## config.mk

```make
export PLATFORM = sky130hd
export DESIGN_NAME = operand_fetch_flat
export DESIGN_NICKNAME = d
export VERILOG_FILES = /design/src/rtl/operand_fetch_if.sv /design/src/rtl/operand_fetch.sv /design/src/flat_wrapper.sv
export SDC_FILE = /design/constraint.sdc
export NUM_CORES = 1
export LEC_CHECK = 0
export ABC_AREA = 1
export CORE_ASPECT_RATIO = 1.75
export CORE_MARGIN = 2
export CORE_UTILIZATION = 45
export CTS_CLUSTER_DIAMETER = 80
export DETAILED_ROUTE_END_ITERATION = 10
export PLACE_DENSITY_LB_ADDON = 0.2
export SLEW_MARGIN = 20
export SYNTH_ARGS = -nofsm -noshare
export SYNTH_HDL_FRONTEND = slang
export SYNTH_SLANG_ARGS = --single-unit
```

## constraint.sdc

```tcl
create_clock -name clock -period 7.3 [get_ports clock]
set_input_delay 1.095 -clock clock [delete_from_list [all_inputs] [get_ports clock]]
set_output_delay 1.095 -clock clock [all_outputs]
set_load 0.01 [all_outputs]
```

## src/rtl/operand_fetch_if.sv

```systemverilog
// operand_fetch_if
//   Bundles every non-clock signal of the operand-fetch stage: decoded
//   instruction handshake, register-file read data, writeback port and the
//   operand bundle handed to execute.
//   master : decode / register file / writeback / execute side
//   slave  : the operand_fetch stage itself
interface operand_fetch_if;
    // Decoded instruction from decode
    logic        w_in_valid;
    logic        w_in_ready;
    logic [4:0]  w_address_s1_5;
    logic [4:0]  w_address_s2_5;
    logic [4:0]  w_address_d_5;
    logic        w_in_is_load;
    logic [31:0] w_in_imm_32;
    // Combinational register-file read data (addressed by w_address_s*_5)
    logic [31:0] w_rf_s1val_32;
    logic [31:0] w_rf_s2val_32;
    // Writeback port (also the register-file write port)
    logic        w_wb_en;
    logic [4:0]  w_wb_address_5;
    logic [31:0] w_wb_data_32;
    // Operand bundle to execute
    logic        w_out_valid;
    logic        w_out_ready;
    logic [31:0] w_out_s1val_32;
    logic [31:0] w_out_s2val_32;
    logic [31:0] w_out_imm_32;
    logic [4:0]  w_out_address_d_5;
    logic        w_out_is_load;
    // Saturating stall-cycle counter
    logic [15:0] w_stall_count_16;

    modport master (
        output w_in_valid, w_address_s1_5, w_address_s2_5, w_address_d_5,
               w_in_is_load, w_in_imm_32, w_rf_s1val_32, w_rf_s2val_32,
               w_wb_en, w_wb_address_5, w_wb_data_32, w_out_ready,
        input  w_in_ready, w_out_valid, w_out_s1val_32, w_out_s2val_32,
               w_out_imm_32, w_out_address_d_5, w_out_is_load, w_stall_count_16
    );

    modport slave (
        input  w_in_valid, w_address_s1_5, w_address_s2_5, w_address_d_5,
               w_in_is_load, w_in_imm_32, w_rf_s1val_32, w_rf_s2val_32,
               w_wb_en, w_wb_address_5, w_wb_data_32, w_out_ready,
        output w_in_ready, w_out_valid, w_out_s1val_32, w_out_s2val_32,
               w_out_imm_32, w_out_address_d_5, w_out_is_load, w_stall_count_16
    );
endinterface

```

## src/rtl/operand_fetch.sv

```systemverilog
// operand_fetch
//   Pipeline stage between decode and execute. Reads both source operands
//   (register 0 always reads as zero), registers them together with the
//   immediate, destination and load flag, and hands the bundle to execute
//   with a valid/ready handshake. A load followed by a dependent instruction
//   costs one LOAD_BUBBLE cycle after the load leaves the stage.
//
//   Build option OPFETCH_WB_BYPASS_EN:
//     defined   - a source hitting the active writeback register takes the
//                 writeback data directly, no stall.
//     undefined - the same hit stalls for one WB_WAIT cycle and the updated
//                 register-file value is read afterwards.
//
// Ports
//   clock : pipeline clock, rising edge
//   reset : asynchronous, active-high
//   bus   : operand_fetch_if.slave (instruction in, register file, writeback,
//           operand bundle out, stall counter)
module operand_fetch (
    input  logic           clock,
    input  logic           reset,
    operand_fetch_if.slave bus
);

    typedef enum logic [1:0] {
        RUN         = 2'b00,
        LOAD_BUBBLE = 2'b01,
        WB_WAIT     = 2'b10
    } state_t;

    // A source depends on a register only when it names it and is not r0.
    function automatic logic src_match(input logic [4:0] src, input logic [4:0] reg_num);
        return (src != 5'd0) && (src == reg_num);
    endfunction

    state_t      state_r;
    state_t      state_next_s;
    logic        out_valid_r;
    logic [31:0] out_s1val_r;
    logic [31:0] out_s2val_r;
    logic [31:0] out_imm_r;
    logic [4:0]  out_address_d_r;
    logic        out_is_load_r;
    logic [15:0] stall_count_r;

    logic        load_use_s;
    logic        hazard_s;
    logic        in_ready_s;
    logic        xfer_in_s;
    logic        xfer_out_s;
    logic        stall_s;
    logic        bubble_req_s;
    logic [31:0] s1_operand_s;
    logic [31:0] s2_operand_s;
`ifndef OPFETCH_WB_BYPASS_EN
    logic        wb_match_s;
`endif

    // Hazard detection, handshake qualification and operand selection
    always_comb begin
        load_use_s = out_valid_r && out_is_load_r &&
                     (src_match(bus.w_address_s1_5, out_address_d_r) ||
                      src_match(bus.w_address_s2_5, out_address_d_r));
`ifdef OPFETCH_WB_BYPASS_EN
        hazard_s = load_use_s;
`else
        // Without the bypass the register file still holds the old value this
        // cycle, so the instruction must wait for the write to land.
        wb_match_s = bus.w_wb_en &&
                     (src_match(bus.w_address_s1_5, bus.w_wb_address_5) ||
                      src_match(bus.w_address_s2_5, bus.w_wb_address_5));
        hazard_s = load_use_s || wb_match_s;
`endif
        in_ready_s = !reset && (!out_valid_r || bus.w_out_ready) && !hazard_s &&
                     (state_r == RUN);
        xfer_in_s  = bus.w_in_valid && in_ready_s;
        xfer_out_s = out_valid_r && bus.w_out_ready;
        stall_s    = bus.w_in_valid && !in_ready_s;
        // The load leaves while its consumer is waiting: insert one bubble.
        bubble_req_s = bus.w_in_valid && load_use_s && bus.w_out_ready;

        if (bus.w_address_s1_5 == 5'd0) begin
            s1_operand_s = 32'd0;
        end
`ifdef OPFETCH_WB_BYPASS_EN
        else if (bus.w_wb_en && (bus.w_wb_address_5 == bus.w_address_s1_5)) begin
            s1_operand_s = bus.w_wb_data_32;
        end
`endif
        else begin
            s1_operand_s = bus.w_rf_s1val_32;
        end

        if (bus.w_address_s2_5 == 5'd0) begin
            s2_operand_s = 32'd0;
        end
`ifdef OPFETCH_WB_BYPASS_EN
        else if (bus.w_wb_en && (bus.w_wb_address_5 == bus.w_address_s2_5)) begin
            s2_operand_s = bus.w_wb_data_32;
        end
`endif
        else begin
            s2_operand_s = bus.w_rf_s2val_32;
        end
    end

    // Next-state logic; bubble and writeback wait each last one cycle
    always_comb begin
        state_next_s = state_r;
        case (state_r)
            RUN: begin
                if (bubble_req_s) begin
                    state_next_s = LOAD_BUBBLE;
                end
`ifndef OPFETCH_WB_BYPASS_EN
                else if (bus.w_in_valid && wb_match_s) begin
                    state_next_s = WB_WAIT;
                end
`endif
                else begin
                    state_next_s = RUN;
                end
            end
            LOAD_BUBBLE: state_next_s = RUN;
            WB_WAIT:     state_next_s = RUN;
            default:     state_next_s = RUN;
        endcase
    end

    // State register
    always_ff @(posedge clock or posedge reset) begin
        if (reset) begin
            state_r <= RUN;
        end else begin
            state_r <= state_next_s;
        end
    end

    // Operand bundle register: loads on transfer in, holds otherwise
    always_ff @(posedge clock or posedge reset) begin
        if (reset) begin
            out_valid_r     <= 1'b0;
            out_s1val_r     <= 32'd0;
            out_s2val_r     <= 32'd0;
            out_imm_r       <= 32'd0;
            out_address_d_r <= 5'd0;
            out_is_load_r   <= 1'b0;
        end else begin
            if (xfer_in_s) begin
                out_valid_r     <= 1'b1;
                out_s1val_r     <= s1_operand_s;
                out_s2val_r     <= s2_operand_s;
                out_imm_r       <= bus.w_in_imm_32;
                out_address_d_r <= bus.w_address_d_5;
                out_is_load_r   <= bus.w_in_is_load;
            end else if (xfer_out_s) begin
                out_valid_r <= 1'b0;
            end
        end
    end

    // Saturating stall-cycle counter
    always_ff @(posedge clock or posedge reset) begin
        if (reset) begin
            stall_count_r <= 16'd0;
        end else if (stall_s && (stall_count_r != 16'hFFFF)) begin
            stall_count_r <= stall_count_r + 16'd1;
        end
    end

    assign bus.w_in_ready        = in_ready_s;
    assign bus.w_out_valid       = out_valid_r;
    assign bus.w_out_s1val_32    = out_s1val_r;
    assign bus.w_out_s2val_32    = out_s2val_r;
    assign bus.w_out_imm_32      = out_imm_r;
    assign bus.w_out_address_d_5 = out_address_d_r;
    assign bus.w_out_is_load     = out_is_load_r;
    assign bus.w_stall_count_16  = stall_count_r;

endmodule

```

## src/flat_wrapper.sv

```systemverilog
// flat-port wrapper written by rule: the top's interface ports become plain ports
module operand_fetch_flat 
  (clock, reset, bus_w_in_valid, bus_w_address_s1_5, bus_w_address_s2_5, bus_w_address_d_5, bus_w_in_is_load, bus_w_in_imm_32, bus_w_rf_s1val_32, bus_w_rf_s2val_32, bus_w_wb_en, bus_w_wb_address_5, bus_w_wb_data_32, bus_w_out_ready, bus_w_in_ready, bus_w_out_valid, bus_w_out_s1val_32, bus_w_out_s2val_32, bus_w_out_imm_32, bus_w_out_address_d_5, bus_w_out_is_load, bus_w_stall_count_16);
  operand_fetch_if bus_i ();
  input  logic clock;
  input  logic reset;
  input wire logic [$bits(bus_i.w_in_valid)-1:0] bus_w_in_valid;
  input wire logic [$bits(bus_i.w_address_s1_5)-1:0] bus_w_address_s1_5;
  input wire logic [$bits(bus_i.w_address_s2_5)-1:0] bus_w_address_s2_5;
  input wire logic [$bits(bus_i.w_address_d_5)-1:0] bus_w_address_d_5;
  input wire logic [$bits(bus_i.w_in_is_load)-1:0] bus_w_in_is_load;
  input wire logic [$bits(bus_i.w_in_imm_32)-1:0] bus_w_in_imm_32;
  input wire logic [$bits(bus_i.w_rf_s1val_32)-1:0] bus_w_rf_s1val_32;
  input wire logic [$bits(bus_i.w_rf_s2val_32)-1:0] bus_w_rf_s2val_32;
  input wire logic [$bits(bus_i.w_wb_en)-1:0] bus_w_wb_en;
  input wire logic [$bits(bus_i.w_wb_address_5)-1:0] bus_w_wb_address_5;
  input wire logic [$bits(bus_i.w_wb_data_32)-1:0] bus_w_wb_data_32;
  input wire logic [$bits(bus_i.w_out_ready)-1:0] bus_w_out_ready;
  output wire logic [$bits(bus_i.w_in_ready)-1:0] bus_w_in_ready;
  output wire logic [$bits(bus_i.w_out_valid)-1:0] bus_w_out_valid;
  output wire logic [$bits(bus_i.w_out_s1val_32)-1:0] bus_w_out_s1val_32;
  output wire logic [$bits(bus_i.w_out_s2val_32)-1:0] bus_w_out_s2val_32;
  output wire logic [$bits(bus_i.w_out_imm_32)-1:0] bus_w_out_imm_32;
  output wire logic [$bits(bus_i.w_out_address_d_5)-1:0] bus_w_out_address_d_5;
  output wire logic [$bits(bus_i.w_out_is_load)-1:0] bus_w_out_is_load;
  output wire logic [$bits(bus_i.w_stall_count_16)-1:0] bus_w_stall_count_16;
  assign bus_i.w_in_valid = bus_w_in_valid;
  assign bus_i.w_address_s1_5 = bus_w_address_s1_5;
  assign bus_i.w_address_s2_5 = bus_w_address_s2_5;
  assign bus_i.w_address_d_5 = bus_w_address_d_5;
  assign bus_i.w_in_is_load = bus_w_in_is_load;
  assign bus_i.w_in_imm_32 = bus_w_in_imm_32;
  assign bus_i.w_rf_s1val_32 = bus_w_rf_s1val_32;
  assign bus_i.w_rf_s2val_32 = bus_w_rf_s2val_32;
  assign bus_i.w_wb_en = bus_w_wb_en;
  assign bus_i.w_wb_address_5 = bus_w_wb_address_5;
  assign bus_i.w_wb_data_32 = bus_w_wb_data_32;
  assign bus_i.w_out_ready = bus_w_out_ready;
  assign bus_w_in_ready = bus_i.w_in_ready;
  assign bus_w_out_valid = bus_i.w_out_valid;
  assign bus_w_out_s1val_32 = bus_i.w_out_s1val_32;
  assign bus_w_out_s2val_32 = bus_i.w_out_s2val_32;
  assign bus_w_out_imm_32 = bus_i.w_out_imm_32;
  assign bus_w_out_address_d_5 = bus_i.w_out_address_d_5;
  assign bus_w_out_is_load = bus_i.w_out_is_load;
  assign bus_w_stall_count_16 = bus_i.w_stall_count_16;
  operand_fetch u_core (.clock(clock), .reset(reset), .bus(bus_i));
endmodule
```

Word-level counts from Yosys, hierarchy flattened
Cells that the tools add are included.
- memories kept: 0
- output and inout port bits: 120
- register bits after elaboration: 121
- input bits: 154
- ROM bits: 0
- word-level logic and storage cells: 52
- latch bits: 0
- bits in writable memories: 0
- add/sub/neg operators: 1
- $mul: 0
- shift-type cells: 0
- bitwise operators: 0
- muxes and demuxes: 7
- order comparisons: 0
- eq/ne operators: 5
- reduce and logical (&&, ||, !) cells: 31
- divide/modulo/power cells: 0
- operators by type and width (operator ; number):
    32-bit 2-to-1 mux ; 2
    5-bit equality test ; 4
    1-bit logical AND ; 17
    16-bit by 1-bit adder with 16-bit output (second input constant) ; 1
    16-bit inequality test (second input constant) ; 1
    5-bit logical NOT ; 2
    5-bit nonzero test ; 2
    2-bit 2-to-1 mux ; 3
    1-bit logical NOT ; 4
    1-bit logical OR ; 4
    2-bit logical NOT ; 1
    1-bit 2-to-1 mux ; 2
    2-bit nonzero test ; 1

Logic depth before layout (Yosys ltp)
- depth after elaboration: 11
- mapped depth: 15
- mapped depth without buffers: 13

Worst setup path after synthesis
OpenSTA, ideal clock, no wires.
- path kind: in2out
- from: input reset
- to: output bus_w_in_ready
- arrival: 4131 ps
- stages on the path: 5
- path buffers: 0
- path slack: 2074 ps
- cell sequence: inv_1 > nand2_1 > nor2_1 > nand3_2 > inv_1
- longest elaborated chain between the ends: 4
- RTL lines (element ; RTL line ; source):
    start, declared ; flat_wrapper.sv:6 ; input logic reset;
    1-bit logical NOT ; operand_fetch.sv:74 ; in_ready_s = !reset && (!out_valid_r || bus.w_out_ready) && !hazard_s &&
    1-bit logical AND (3 in series) ; operand_fetch.sv:74 ;
    end, declared ; flat_wrapper.sv:19 ; output wire logic [$bits(bus_i.w_in_ready)-1:0] bus_w_in_ready;
No other way between the ends.

Final worst setup path
- from: input bus_w_address_s2_5[1]
- to: output bus_w_in_ready
- longest elaborated chain between the ends: 8
- elaborated cells on any way between the ends: 13
- classes of those cells: eq/ne (2); reduce/logical (11)
- RTL lines (element ; RTL line ; source):
    start, declared ; flat_wrapper.sv:9 ; input wire logic [$bits(bus_i.w_address_s2_5)-1:0] bus_w_address_s2_5;
    5-bit equality test or 5-bit nonzero test (tied branches) ; operand_fetch.sv:33 ; return (src != 5'd0) && (src == reg_num);
    1-bit logical AND ; operand_fetch.sv:33 ;
    1-bit logical OR, on equally long branches ; operand_fetch.sv:62, operand_fetch.sv:70 ;
    1-bit logical AND, on equally long branches ; operand_fetch.sv:61, operand_fetch.sv:69 ;
    1-bit logical OR * ; operand_fetch.sv:72 ; hazard_s = load_use_s || wb_match_s;
    1-bit logical NOT * ; operand_fetch.sv:74 ;
    1-bit logical AND * (2 in series) ; operand_fetch.sv:74 ;
Every way passes the cells marked *; elsewhere a longest branch is shown, timed or not.

==> out/results.ini <==
[detailed_routing]
wl_um=16100
drtPass1Iterations=6
final_antenna_net_count=0
drcViolationCount=0
vias=5565
vias_per_cell=4.57
wl_per_cell_um=13.2
first_iter_violations=211

[cts]
h-tree-depth=4
clockBufferDepth=2
cts_buffers=17
cts_root_buffer=clkbuf_16
cts_hold_buf=0
postCtsSetupBuffers=0
worstSkewPairLatency_ns=0.41
cts_tree=built
clk_pin_slew_worst_paths_ns=0.05
cts_resized=0
cts_sinks=121

[sta]
rsz0062_at_grt=no
final_hold_viol_count=0
maxSlewHeadroom_pct=37.9
setup_viol=0
tightestPinTransition_ns=0.931
setup_ws_ns=1.96
fin_crit_ns=5.34
fin_crit_sh_pct=73.1
setup_tns_ns=0
fmax_mhz=187
skew_ns=0.00792
slew_violations=0

[placed_design]
pre_cts_ws_ns=2.03
place_congestion=0.898
dpl_cell_area_um2=8330
numPortBuffers=241
dp_hpwl_um=11200

[synth]
synthDistinctLibCells=19
seq_area_frac_synth_pct=51.5
syn_inst=805
syn_area_um2=5880
syn_avg_cell_area_um2=7.31
syn-num-nets=960
synth_warnings=0
synth_seq_cells=121

[worst_setup_path]
cp_slowest_cell=clkdlybuf4s50_1
reg2reg_setup_slack_ns=4.23
critical_path_buf_inv_count=4
path_cells=clkdlybuf4s50_1 -> nor2_1 -> nand3_2 -> nand2_1 -> inv_1 -> nand3_1 -> nand2_1 -> nand2_1 -> nand3_2 -> inv_1 -> clkdlybuf4s50_1
worst-setup-path-type=in -> out
crit_fanout=34
arrival_ns=4.24
slowest_delay_ns=0.59
critical_path.startpoint_type=input pin
crit_top_cell=nand2_1
worstSetupEndpointType=output port
crit_required_ns=6.20
crit_family=simple AND/OR/NAND/NOR gates

[floorplan]
die_width_um=90.4
start_util_pct=45.7
coreArea_um2=12900
die_h_um=155
pin_count=274
dieArea_um2=14000
rows=55

[finish]
drive_gt1_share_pct=3.82
design_area_um2=8960
nets=1189
syn2layout_area_growth_pct=52.4
antenna_cells=0

[power_and_ir_drop]
powerDensity_nw_per_um2=267
p_leak_uw=0.00480
vdd_ir_drop_max_v=0.000159

[global_route]
grt_max_degree=104
grt_pass1_vias=5358
grtUsageTotal_pct=23.5
antenna_found_initial=0
grt_overflow=0
grt_pass1_wl_um=26200

[hold_path]
hp-class=reg -> reg

[run_status]
status=completed

[flow_run]
timing.max_cap.violations=0

==> area by class of cell <==
class	instances	area [µm²]
Tap cell	171	214
Clock inverter	13	195
Inverter	105	397
Multi-Input combinational cell	544	2250
Clock buffer	19	433
Fill cell	1086	3910
Sequential cell	121	3030
Timing Repair Buffer	245	2440
==> worst paths after layout <==
| kind | cells after the start | endpoint | from |
|---|---|---|---|
| worst max-delay path | 11 | bus_w_in_ready | bus_w_address_s2_5[1] |
| worst min-delay path | 2 | u_core.bus.w_out_s1val_32[5]$_DFFE_PP0P_ | u_core.bus.w_out_s1val_32[5]$_DFFE_PP0P_ |
| worst max register to register | 11 | u_core.bus.w_out_s1val_32[22]$_DFFE_PP0P_ | u_core.bus.w_out_address_d_5[2]$_DFFE_PP0P_ |
| worst min register to register | 2 | u_core.bus.w_out_s1val_32[5]$_DFFE_PP0P_ | u_core.bus.w_out_s1val_32[5]$_DFFE_PP0P_ |
| max in group asynchronous | 3 | u_core.bus.w_out_s1val_32[31]$_DFFE_PP0P_ | reset |
| min in group asynchronous | 2 | u_core.bus.w_out_imm_32[2]$_DFFE_PP0P_ | reset |
==> power breakdown <==
part	internal [µW]	switching, µW
clock	575	311
combinational	345	286
sequential	796	80.5
total	1720	678
==> synthesized netlist by cell type <==
cell      count  area share (%)
nor2_1       27             1.7
nor2_2        1            0.11
clkbuf_1     12            0.77
or2_1         1            0.11
xnor2_1       9             1.3
nand2_1     454              29
dfrtp_1     121              51
nor3_1        4            0.34
inv_1       105             6.7
xor2_1        9             1.3
nand3_2       2            0.34
buf_1         2            0.13
buf_6        10             1.9
nor4_1        2            0.21
buf_2        11            0.94
nand3_1      16             1.4
ha_1          1            0.21
nor2_4        1            0.19
nand4_1      17             1.8
==> stage by stage <==
stage	hold WS, ns	instances	power (µW)	utilization (%)
6_report	0.466	1218	2390	69.7
5_1_grt	0.484	1218	2520	69.7
4_1_cts	0.471	1218	2420	69.6
3_5_place_dp	0.457	1186	1520	64.7
3_3_place_gp	0.452	1186	1510	64.7
2_1_floorplan	0.466	805	1140	-
==> cell usage in the layout, fill, tap and decap left out, types with 3 or more instances in the layout <==
cell type,netlist,layout
xor2_1,9,9
nand3_1,16,16
buf_4,0,4
dfrtp_1,121,121
clkdlybuf4s50_1,0,241
bufinv_16,0,4
clkinvlp_4,0,3
clkinv_4,0,4
nand2_1,454,453
clkbuf_16,0,17
nand4_1,17,17
xnor2_1,9,9
nor3_1,4,4
nor2_1,27,27
inv_1,105,104
==> metal layers <==
metal  vias to the layer above  global-route usage (%)  part of all wire (%)
met3                        35                    6.97                   5.6
li1                       2822                       -                     -
met5                         -                       0                     0
met4                         0                    10.4                   3.2
met2                       161                    42.9                    54
met1                      2547                    25.0                    37
==> sequential cells by signal (all words and copies together) (netlist names) <==
register / cells
u_core.bus.w_out_address_d_5: 5
u_core.bus.w_out_imm_32: 32
u_core.bus.w_out_is_load: 1
u_core.bus.w_out_s1val_32: 32
u_core.bus.w_out_s2val_32: 32
u_core.bus.w_out_valid: 1
u_core.bus.w_stall_count_16: 16
u_core.state_r: 2
==> worst reg2reg max path, cell delays in order (launching register included) <==
cell and delay [ns]:
dfrtp_1 0.43, xnor2_1 0.15, nand2_1 0.07, nor2_1 0.06, nand2_1 0.07, nand2_1 0.05, nand2_1 0.10, nand3_2 0.47
nor2_4 0.87, buf_4 0.51, nand2_1 0.13, nand2_1 0.10
==> cells by family after synthesis <==
kind of cell             Yosys count  synth area share [%]
AND/OR/NAND/NOR                  525                  35.2
XOR/XNOR                          18                  2.68
flip-flops                       121                  51.5
adder cells (fa/ha/maj)            1                 0.213
buffers and inverters            140                  10.4
No activity file was read; power rests on OpenSTA's default activity.
